==> src/rtl/pipe_pkg.sv <==
// Shared types and default widths for the inter-stage pipeline registers.
package pipe_pkg;

    localparam int unsigned PIPE_DATA_W = 128;
    localparam int unsigned PIPE_CTRL_W = 16;
    localparam int unsigned PIPE_CNT_W  = 16;

    typedef enum logic [1:0] {
        EMPTY = 2'd0,
        ONE   = 2'd1,
        TWO   = 2'd2
    } pipe_state_e;

endpackage

==> src/rtl/pipe_sat_cnt.sv <==
// Saturating up-counter for performance monitoring; holds at all-ones.
module pipe_sat_cnt #(
    parameter int unsigned W = 16
) (
    input  logic         clk,
    input  logic         rst,
    input  logic         en_i,
    output logic [W-1:0] cnt_o
);

    logic [W-1:0] cnt_q, cnt_d;

    always_comb begin
        cnt_d = cnt_q;
        if (en_i && (cnt_q != '1)) begin
            cnt_d = cnt_q + W'(1);
        end
    end

    always_ff @(posedge clk or posedge rst) begin
        if (rst) begin
            cnt_q <= '0;
        end else begin
            cnt_q <= cnt_d;
        end
    end

    assign cnt_o = cnt_q;

endmodule

==> src/rtl/pipe_stage_reg.sv <==
// Valid/ready pipeline stage register with optional skid entry, flush and
// control gating so that bubbles never carry write enables downstream.
module pipe_stage_reg
    import pipe_pkg::*;
#(
    parameter int unsigned DATA_W = PIPE_DATA_W,
    parameter int unsigned CTRL_W = PIPE_CTRL_W,
    parameter int unsigned SKID   = 1,
    parameter int unsigned CNT_W  = PIPE_CNT_W
) (
    input  logic              clk,
    input  logic              rst,
    input  logic              in_valid,
    output logic              in_ready,
    input  logic [DATA_W-1:0] in_data,
    input  logic [CTRL_W-1:0] in_ctrl,
    input  logic              flush,
    output logic              out_valid,
    input  logic              out_ready,
    output logic [DATA_W-1:0] out_data,
    output logic [CTRL_W-1:0] out_ctrl,
    output logic [CNT_W-1:0]  bubble_cnt
);

    pipe_state_e       state_q, state_d;
    logic [DATA_W-1:0] main_data_q, main_data_d;
    logic [CTRL_W-1:0] main_ctrl_q, main_ctrl_d;
    logic [DATA_W-1:0] skid_data_q, skid_data_d;
    logic [CTRL_W-1:0] skid_ctrl_q, skid_ctrl_d;
    logic              in_ready_q, in_ready_d;
    logic              in_xfer, out_xfer;

    assign out_valid = (state_q != EMPTY);
    // Flush forces ready high so upstream never stalls on a beat being dropped.
    assign in_ready  = (SKID != 0) ? (in_ready_q | flush)
                                   : (out_ready | ~out_valid | flush);
    assign in_xfer   = in_valid & in_ready;
    assign out_xfer  = out_valid & out_ready;

    assign out_data  = main_data_q;
    assign out_ctrl  = out_valid ? main_ctrl_q : '0;

    always_comb begin
        state_d     = state_q;
        main_data_d = main_data_q;
        main_ctrl_d = main_ctrl_q;
        skid_data_d = skid_data_q;
        skid_ctrl_d = skid_ctrl_q;
        if (flush) begin
            state_d = EMPTY;
        end else begin
            unique case (state_q)
                EMPTY: begin
                    if (in_xfer) begin
                        state_d     = ONE;
                        main_data_d = in_data;
                        main_ctrl_d = in_ctrl;
                    end
                end
                ONE: begin
                    if (in_xfer && out_xfer) begin
                        main_data_d = in_data;
                        main_ctrl_d = in_ctrl;
                    end else if (in_xfer && (SKID != 0)) begin
                        state_d     = TWO;
                        skid_data_d = in_data;
                        skid_ctrl_d = in_ctrl;
                    end else if (out_xfer) begin
                        state_d = EMPTY;
                    end
                end
                TWO: begin
                    if (out_xfer) begin
                        state_d     = ONE;
                        main_data_d = skid_data_q;
                        main_ctrl_d = skid_ctrl_q;
                    end
                end
                default: state_d = EMPTY;
            endcase
        end
        in_ready_d = (state_d != TWO);
    end

    always_ff @(posedge clk or posedge rst) begin
        if (rst) begin
            state_q     <= EMPTY;
            main_data_q <= '0;
            main_ctrl_q <= '0;
            skid_data_q <= '0;
            skid_ctrl_q <= '0;
            in_ready_q  <= 1'b1;
        end else begin
            state_q     <= state_d;
            main_data_q <= main_data_d;
            main_ctrl_q <= main_ctrl_d;
            skid_data_q <= skid_data_d;
            skid_ctrl_q <= skid_ctrl_d;
            in_ready_q  <= in_ready_d;
        end
    end

    pipe_sat_cnt #(
        .W(CNT_W)
    ) u_bubble_cnt (
        .clk  (clk),
        .rst  (rst),
        .en_i (out_ready & ~out_valid),
        .cnt_o(bubble_cnt)
    );

endmodule

==> config.mk <==
export PLATFORM = sky130hd
export DESIGN_NAME = pipe_stage_reg
export DESIGN_NICKNAME = d
export VERILOG_FILES = /design/src/rtl/pipe_pkg.sv /design/src/rtl/pipe_sat_cnt.sv /design/src/rtl/pipe_stage_reg.sv
export SDC_FILE = /design/constraint.sdc
export NUM_CORES = 1
export LEC_CHECK = 0
export BUFFER_PORTS_ARGS = -buffer_cell sky130_fd_sc_hd__buf_2
export CELL_PAD_IN_SITES_DETAIL_PLACEMENT = 0
export CELL_PAD_IN_SITES_GLOBAL_PLACEMENT = 2
export CORE_MARGIN = 10
export CORE_UTILIZATION = 36
export CTS_BUF_LIST = sky130_fd_sc_hd__clkbuf_4 sky130_fd_sc_hd__clkbuf_8
export DETAILED_ROUTE_END_ITERATION = 12
export PLACE_DENSITY = 0.85
export SYNTH_ARGS = -nofsm -noshare
export SYNTH_HDL_FRONTEND = slang
export SYNTH_SLANG_ARGS = --single-unit
==> constraint.sdc <==
create_clock -name clk -period 12.5 [get_ports clk]
set_input_delay 0.625 -clock clk [delete_from_list [all_inputs] [get_ports clk]]
set_output_delay 0.625 -clock clk [all_outputs]
set_load 0.005 [all_outputs]
**After elaboration in Yosys (flattened, before gate mapping)**

Index checks and enable logic that the tools add are counted.

- Flip-flop bits (word level): 307
- Output and inout port bits: 162
- Input bits: 149

- Reductions and logical operators: 7
- Add/sub/neg operators: 1
- Equal/unequal tests: 7
- Muxes and demuxes: 16
- Bitwise operators: 7

Operators with widths:

| cell | count |
|---|---|
| $mux W128 | 3 |
| $pmux W128 S3 | 1 |
| $mux W16 | 4 |
| $pmux W16 S3 | 1 |
| $add A16 B1 Y16 const B | 1 |
| $ne A16 B16 Y1 const B | 1 |
| $mux W2 | 6 |
| $ne A2 B2 Y1 const B | 4 |
| $pmux W2 S3 | 1 |
| $reduce_and A5 Y1 | 1 |
| $reduce_and A4 Y1 | 1 |
| $and A1 B1 Y1 | 3 |
| $not A1 Y1 | 3 |
| $reduce_bool A3 Y1 | 1 |
| $eq A2 B1 Y1 const B | 1 |
| $eq A2 B2 Y1 const B | 1 |
| $logic_and A1 B1 Y1 | 2 |
| $logic_not A2 Y1 | 1 |
| $reduce_bool A2 Y1 | 1 |
| $or A1 B1 Y1 | 1 |

**Depth between registers and ports, before layout**

Gate-level depths: netlist (run 1).

- Word-level depth: 8
- Depth in mapped cells: 8
- Gate-level depth less buffers: 5

**By module**

Synthesis (run 1) repeated with hierarchy kept, for this count alone.

- Cell total of the unflattened synthesis: 1198
- Area total of the unflattened synthesis: 12813.5 µm²

Modules (own cells, without submodules):

| module | times used | area each (µm²) | cells each |
|---|---|---|---|
| pipe_stage_reg | 1 | 12007.8 | 1127 |
| pipe_sat_cnt | 1 | 805.8 | 71 |

**Worst setup path after synthesis (run 1)**

Ideal clock, no wire load.

- Path type: input-to-reg
- Start: in out_ready
- End: reg main_ctrl_q[0]
- Setup time: 0.125 ns
- Stages on the path: 7
- Buffers on the path: 3
- Data required time: 12.375 ns
- Setup slack: 10.614 ns
- Data arrival time: 1.762 ns
- Cell sequence: nor2b_1 -> nor3_1 -> o21bai_1 -> buf_2 -> buf_4 -> buf_4 -> mux2_2

- Cells in the longest elaborated chain, start to end: 4
- Elaborated cells between the ends (all ways): 5

Ends and longest elaborated chain:

| element | line | RTL |
|---|---|---|
| start, declared | pipe_stage_reg.sv:19 | `input logic out_ready,` |
| $and A1 B1 Y1 * | pipe_stage_reg.sv:38 | `assign out_xfer = out_valid & out_ready;` |
| $logic_and A1 B1 Y1 | pipe_stage_reg.sv:61 | `if (in_xfer && out_xfer) begin` |
| $ne A2 B2 Y1 (no line) | -- |  |
| $reduce_and A5 Y1 (no line) * | -- |  |
| end signal, assigned | pipe_stage_reg.sv:96 | `main_ctrl_q <= main_ctrl_d;` |
| end, declared | pipe_stage_reg.sv:27 | `logic [CTRL_W-1:0] main_ctrl_q, main_ctrl_d;` |

Mark *: on every way between the ends. The rest lies on a longest branch, timed or not.
A chain may end at the register's enable or synchronous reset.

**Final worst setup path (run 1)**

- Start: reg state_q[0]
- End: reg main_data_q[35], in the netlist out_data[35]

- Cells in the longest elaborated chain, start to end: 5
- Elaborated cells between the ends (all ways): 12

Ends and longest elaborated chain:

| element | line | RTL |
|---|---|---|
| start, declared | pipe_stage_reg.sv:25 | `pipe_state_e state_q, state_d;` |
| start signal, assigned | pipe_stage_reg.sv:94 | `state_q <= state_d;` |
| $reduce_bool A2 Y1 | pipe_stage_reg.sv:33 | `assign out_valid = (state_q != EMPTY);` |
| $and A1 B1 Y1 | pipe_stage_reg.sv:38 |  |
| $logic_and A1 B1 Y1 | pipe_stage_reg.sv:61 |  |
| $ne A2 B2 Y1 (no line) | -- |  |
| $reduce_and A5 Y1 (no line) | -- |  |
| end signal, assigned | pipe_stage_reg.sv:95 | `main_data_q <= main_data_d;` |
| end, declared | pipe_stage_reg.sv:26 | `logic [DATA_W-1:0] main_data_q, main_data_d;` |

Several ways; a longest one is shown, not always the timed one.

==> qor.yml, run 1 <==
clock_network:
  cts.path.max_buffers: 3
  clk_pin_slew_worst_paths_ns: 0.06
  cts_buffers: 54
  clk_latency_ns: 0.61
  clock-root-buffer: "clkbuf_8"
  cts_tree: "built"
  cts-htree-levels: 2
  cts_sinks: 307
  ctsResizeCount: 0
  postCtsSetupRepairBufs: 0
  cts_hold_buf: 0
timing:
  fin_skew_ns: 0.02077
  finalSetupTns_ns: 0
  holdWs_ns: 0.1016
  finalCriticalPeriod_ns: 2.911
  worst_slack_ns: 9.589
  drv_slew: 0
  finalCritPeriodShare_pct: 23.29
  finalHoldViolations: 0
  rsz0062_at_grt: "no"
  setup_viol: 0
  relSlewSlack_pct: 27.36
  tightest_slew_ns: 1.090
  fmax_mhz: 343.5
synth:
  avgSynthCellArea_um2: 11.40
  synth_nets: 1335
  synth_area_leader_cell: "dfrtp_1"
  synth.top_cell.area_share_pct: 56.70
  synthArstFlopShare_pct: 100.0
  synth.distinct_cells: 42
  synthesis.instances: 1185
  synth.cell_area_um2: 13510
  synth_area_leaders: "dfrtp_1 (57%), mux2_2 (24%), nand2_1 (12%)"
  yosysSeqAreaShare_pct: 56.89
  ys_warn_count: 0
  synth-seq-cells: 307
  synth_edf_count: 0
  synth_ff_type: "dfrtp_1"
power_and_ir_drop:
  total_leakage_power_nw: 8.351
  ir_drop_uv: 74.26
  power_mw: 2.851
  power_density_nw_per_um2: 172.6
cells_and_area:
  final_cell_mix: "nand2_1 (437), buf_2 (310), dfrtp_1 (306)"
  drive_gt1_share_pct: 47.09
  final_common_cell: "nand2_1"
  stdcell_area_um2: 16520
  final-instance-count-excl-fill: 1998
  syn_to_final_growth_pct: 22.35
  fin_util_pct: 44.92
  final_nets: 1644
route:
  drt_iter0_markers: 552
  drc: 0
  routed_via_density: 4.747
  routedWlPerCell_um: 18.06
  vias: 9484
  drtAntennaViolNets: 0
  wirelength_um: 36090
  first_pass_iters: 4
floorplan:
  rows: 70
  initial_utilization_pct: 36.71
  dieArea_um2: 45660
  die_w_um: 213.7
  core_area_um2: 36790
  ioPinCount: 311
  die_y_um: 213.7
setup_path:
  r2r_start: "state_q[0]"
  critPathTopFamily: "buffers and inverters"
  path_buf_inv: 1
  worst-path-max-fanout: 66
  crit_chain: "nor2b_1 -> nor3_1 -> o21bai_4 -> buf_4 -> mux2_2"
  required_ns: 12.99
  cp-startpoint: "state_q[0]"
  critPathKind: "reg -> reg"
  critPathMaxStageDelay_ns: 0.81
  start_kind: "flop"
  end_kind: "flop"
  crit_arrival_ns: 3.40
  cp_slowest_cell: "buf_4"
placed_design:
  postPlaceCellArea_um2: 15450
  placed_cells: 1906
  numPortBuffers: 310
  place_ws_ns: 9.108
  gp_congestion: 0.7423
  hpwl_um: 23720
global_routing:
  first_global_vias: 10060
  grt_overflow: 0
  grt_max_degree: 98
  grt_pass1_wl_um: 56490
  grtUsageTotal_pct: 15.58
  antenna_found_initial: 0
flow_run:
  cap_violations: 0
min_path:
  hold_path_class: "in -> async"
run_status:
  status: "complete, no violations"
-- state kept, by name, indices dropped and copies added (netlist names) --
signal	count
out_data	128
skid_data_q	128
in_ready_q	1
main_ctrl_q	16
skid_ctrl_q	16
state_q	2
u_bubble_cnt.cnt_o	16
-- worst paths after layout --
kind	endpoint	slack, ns	cells past startpoint
worst min register to register	main_ctrl_q[4]	0.49	1
worst max register to register	out_data[35]	9.59	5
min in group clk	state_q[0]	0.24	2
worst max-delay path	out_data[35]	9.59	5
worst min-delay path	out_data[52]	0.10	2
max in group asynchronous	out_data[104]	9.92	4
-- synthesized netlist by cell type, types with 3 or more instances --
library cell  count
buf_4             8
nor3_1            3
nand3_1           4
clkbuf_1         31
inv_1             5
xnor2_1          11
o211ai_2          4
nand2_1         438
dfrtp_1         306
buf_1             4
nor2b_1          18
nor2_1            7
buf_2            23
mux2_2          289
xor2_1            3
-- cells by family (layout without fill, tap and decap cells) --
kind of cell | Yosys count | after routing | synth area share [%]
adder cells (fa/ha/maj) | 1 | 1 | 0.09263
buffers and inverters | 72 | 416 | 2.492
multiplexers | 290 | 290 | 24.17
other | 0 | 1 | 0
AO/OA/AOI/OAI | 14 | 14 | 0.9913
AND/OR/NAND/NOR | 487 | 487 | 14.45
XOR/XNOR | 14 | 14 | 0.9079
flip-flops | 307 | 307 | 56.89
-- layer usage --
| layer | GRT usage [%] | up-vias | part of all wire [%] |
|---|---|---|---|
| li1 | - | 4529 | - |
| met1 | 20.51 | 4641 | 45 |
| met2 | 24.00 | 261 | 45 |
| met3 | 4.614 | 53 | 8.0 |
| met4 | 5.475 | 0 | 2.0 |
| met5 | 0 | - | 0 |
-- final cells by class --
type | instances | area [um^2]
Antenna cell | 1 | 2.502
Clock buffer | 88 | 1055
Clock inverter | 3 | 17.52
Fill cell | 3492 | 20260
Inverter | 5 | 26.28
Multi-Input combinational cell | 806 | 5527
Sequential cell | 307 | 7684
Tap cell | 468 | 585.6
Timing Repair Buffer | 320 | 1627
-- where the power goes --
part	internal [mW]	switching, mW
combinational	0.310	0.218
sequential	1.25	0.143
clock	0.526	0.401
total	2.09	0.763
-- worst reg2reg max path, cell delays in order, from the launching register on --
cell and delay [ns]:
dfrtp_1 0.50, nor2b_1 0.33, nor3_1 0.13, o21bai_4 0.50, buf_4 0.82, mux2_2 0.51
No activity file was read; power rests on OpenSTA's default activity.
==> inputs of run 2 (changes only) <==
==> constraint.sdc (replaced) <==
create_clock -name clk -period 2.8 [get_ports clk]
set_input_delay 0.14 -clock clk [delete_from_list [all_inputs] [get_ports clk]]
set_output_delay 0.14 -clock clk [all_outputs]
set_load 0.005 [all_outputs]
==> run 2 against run 1 <==
  * Sequential power rose to 4.5 times the previous value
  * Total power grew to 4.5 times the previous value
  * Maximum frequency grew 32%
  * Count of clock-buffer cells in the layout fell by 2
  * Highest routed layer unchanged
  * Critical path type unchanged
  * Clock power rose to 4.5 times the previous value
  * Worst setup slack worse by 9.0 ns
  * Largest cell class unchanged
  * Sequential share of layout area shrank 4.3 points
  * Die area is the same
==> qor.yml, run 2 (synthesis results as in run 1) <==
route:
  wirelength_um: 36860  # +2.1%
  drt_iter0_markers: 413  # -25%
  routedWlPerCell_um: 17.09  # -5.4%
  routed_via_density: 4.701  # -0.95%
  vias: 10140  # +6.9%
  drtAntennaViolNets: 0  # unchanged
  drc: 0  # unchanged
  first_pass_iters: 4  # unchanged
run_status:
  status: "complete, no violations"
timing:
  finalHoldViolations: 0  # unchanged
  finalCriticalPeriod_ns: 2.210  # -0.7013 ns
  finalSetupTns_ns: 0  # unchanged
  rsz0062_at_grt: "no"
  fin_skew_ns: 0.01941  # -0.001362 ns
  finalCritPeriodShare_pct: 78.91  # +56 points
  worst_slack_ns: 0.5905  # -8.999 ns
  setup_viol: 0  # unchanged
  holdWs_ns: 0.09204  # -0.009588 ns
  tightest_slew_ns: 0.9400  # -0.1497 ns
  relSlewSlack_pct: 37.33  # +10 points
  drv_slew: 0  # unchanged
  fmax_mhz: 452.6  # +32%
setup_path:
  start_kind: "flop"
  end_kind: "flop"
  critPathMaxStageDelay_ns: 0.48  # -0.33 ns
  reg2reg_depth: 5  # unchanged
  r2r_start: "state_q[0]"
  critPathKind: "reg -> reg"
  cp-startpoint: "state_q[0]"
  required_ns: 3.29  # -9.70 ns
  crit_arrival_ns: 2.70  # -0.70 ns
  cp_slowest_cell: "dfrtp_1"
  regToRegSetupSlack_ns: 0.59  # -9.00 ns
  r2r-end: "out_data[30]"
  worst-path-max-fanout: 82  # +24%
  crit_chain: "nor2b_1 -> nor3_1 -> o21bai_4 -> buf_12 -> mux2_2"
power_and_ir_drop:
  ir_drop_uv: 371.8  # +400%
  seq_power_share_pct: 48.1  # -0.9 points
  p_sw_mw: 3.441  # +350%
  intPower_mw: 9.490  # +350%
  power_density_nw_per_um2: 709.6  # +310%
  combPwrFrac_pct: 19.9  # +1.4 points
  total_leakage_power_nw: 9.068  # +8.6%
  clkPwrFrac_pct: 32.0  # -0.5 points
  p_sw_share_pct: 26.61  # -0.14 points
  power_mw: 12.93  # +350%
global_routing:
  grtUsageTotal_pct: 16.15  # +0.57 points
  first_global_vias: 10800  # +7.3%
  grt_pass1_wl_um: 58930  # +4.3%
  grt_overflow: 0  # unchanged
  grt_max_degree: 84  # -14%
  antenna_found_initial: 2  # +2
placed_design:
  placed_cells: 1916  # +0.52%
  gp_congestion: 0.7428  # about the same
  place_ws_ns: 0.6374  # -8.470 ns
  postPlaceCellArea_um2: 15660  # +1.3%
  numPortBuffers: 310  # unchanged
  hpwl_um: 23930  # +0.85%
clock_network:
  cts-htree-levels: 2  # unchanged
  clk_latency_ns: 0.62  # about the same
  clk_pin_slew_worst_paths_ns: 0.07  # about the same
  clock-root-buffer: "clkbuf_8"
  cts_tree: "built"
  cts.path.max_buffers: 3  # unchanged
  cts_buffers: 53  # -1.9%
  cts_sinks: 307  # unchanged
  ctsResizeCount: 0  # unchanged
cells_and_area:
  syn_to_final_growth_pct: 34.92
  stdcell_area_um2: 18220  # +10%
  drive_gt1_share_pct: 43.21  # -3.9 points
  final_nets: 1801  # +9.5%
  final-instance-count-excl-fill: 2157  # +8.0%
  final_common_cell: "nand2_1"
  final_cell_mix: "nand2_1 (437), buf_2 (310), dfrtp_1 (306)"
  fin_util_pct: 49.53  # +4.6 points
floorplan:
  die_w_um: 213.7  # unchanged
  core_area_um2: 36790  # unchanged
  initial_utilization_pct: 36.71  # unchanged
  die_y_um: 213.7  # unchanged
  rows: 70  # unchanged
  dieArea_um2: 45660  # unchanged
  ioPinCount: 311  # unchanged
min_path:
  hold_path_class: "in -> async"
flow_run:
  cap_violations: 0  # unchanged
run 2: changes by cell type in the layout (fill, tap and decap cells not counted), sizes merged:
cell and delta:
clkbuf -2, diode +1, clkinv +2, buf +10, inv -1, dlygate4sd3 +148, clkinvlp +1
run 2: worst max-delay path by stage:
stage	end	slack [ns]	cells after the start
detailed placement	out_data[115]	0.64	5
finish	out_data[30]	0.59	5
global route	out_data[28]	0.47	5
floorplan	main_ctrl_q[0]	-1.42	1
CTS	out_data[23]	0.61	5
global placement	out_data[26]	0.69	5
run 2: final cells by class:
type                       count  area, um^2
antenna                        2       5.005
timing repair buffer         478        3321
fill                        3329       18560
clock buffer                  86        1052
inverter                       5       22.52
tap                          468       585.6
multi-input combinational    806        5524
sequential                   307        7684
clock inverter                 5       27.53
run 2: critical path: cells and delay by family (launching register included):
| family | cells | cell delay (ns) |
|---|---|---|
| flip-flops | 1 | 0.48 |
| AND/OR/NAND/NOR | 2 | 0.47 |
| multiplexers | 1 | 0.40 |
| buffers and inverters | 1 | 0.35 |
| AO/OA/AOI/OAI | 1 | 0.20 |
run 2: repair_timing:
action	4_1_cts	5_1_grt
hold buffers	148	0
hold endpoints to repair	426	0
setup buffers	0	0
run 2: power by group through the flow:
| stage | Clock (mW) | Sequential (mW) | Combinational, mW |
|---|---|---|---|
| after global placement | 0 | 6.24 | 2.40 |
| after detailed placement | 0 | 6.29 | 2.46 |
| final | 4.13 | 6.23 | 2.57 |
| after global routing | 4.48 | 6.36 | 2.87 |
| after CTS | 4.29 | 6.22 | 2.64 |
| after floorplan | 0 | 6.18 | 1.43 |
run 2: per-layer routing:
layer | part of all wire, % | track usage, % | vias up
met5 | 0 | 0 | -
met4 | 2.1 | 5.500 | 0
met3 | 7.0 | 4.439 | 56
met2 | 47 | 25.96 | 261
met1 | 44 | 20.62 | 4990
li1 | - | - | 4834
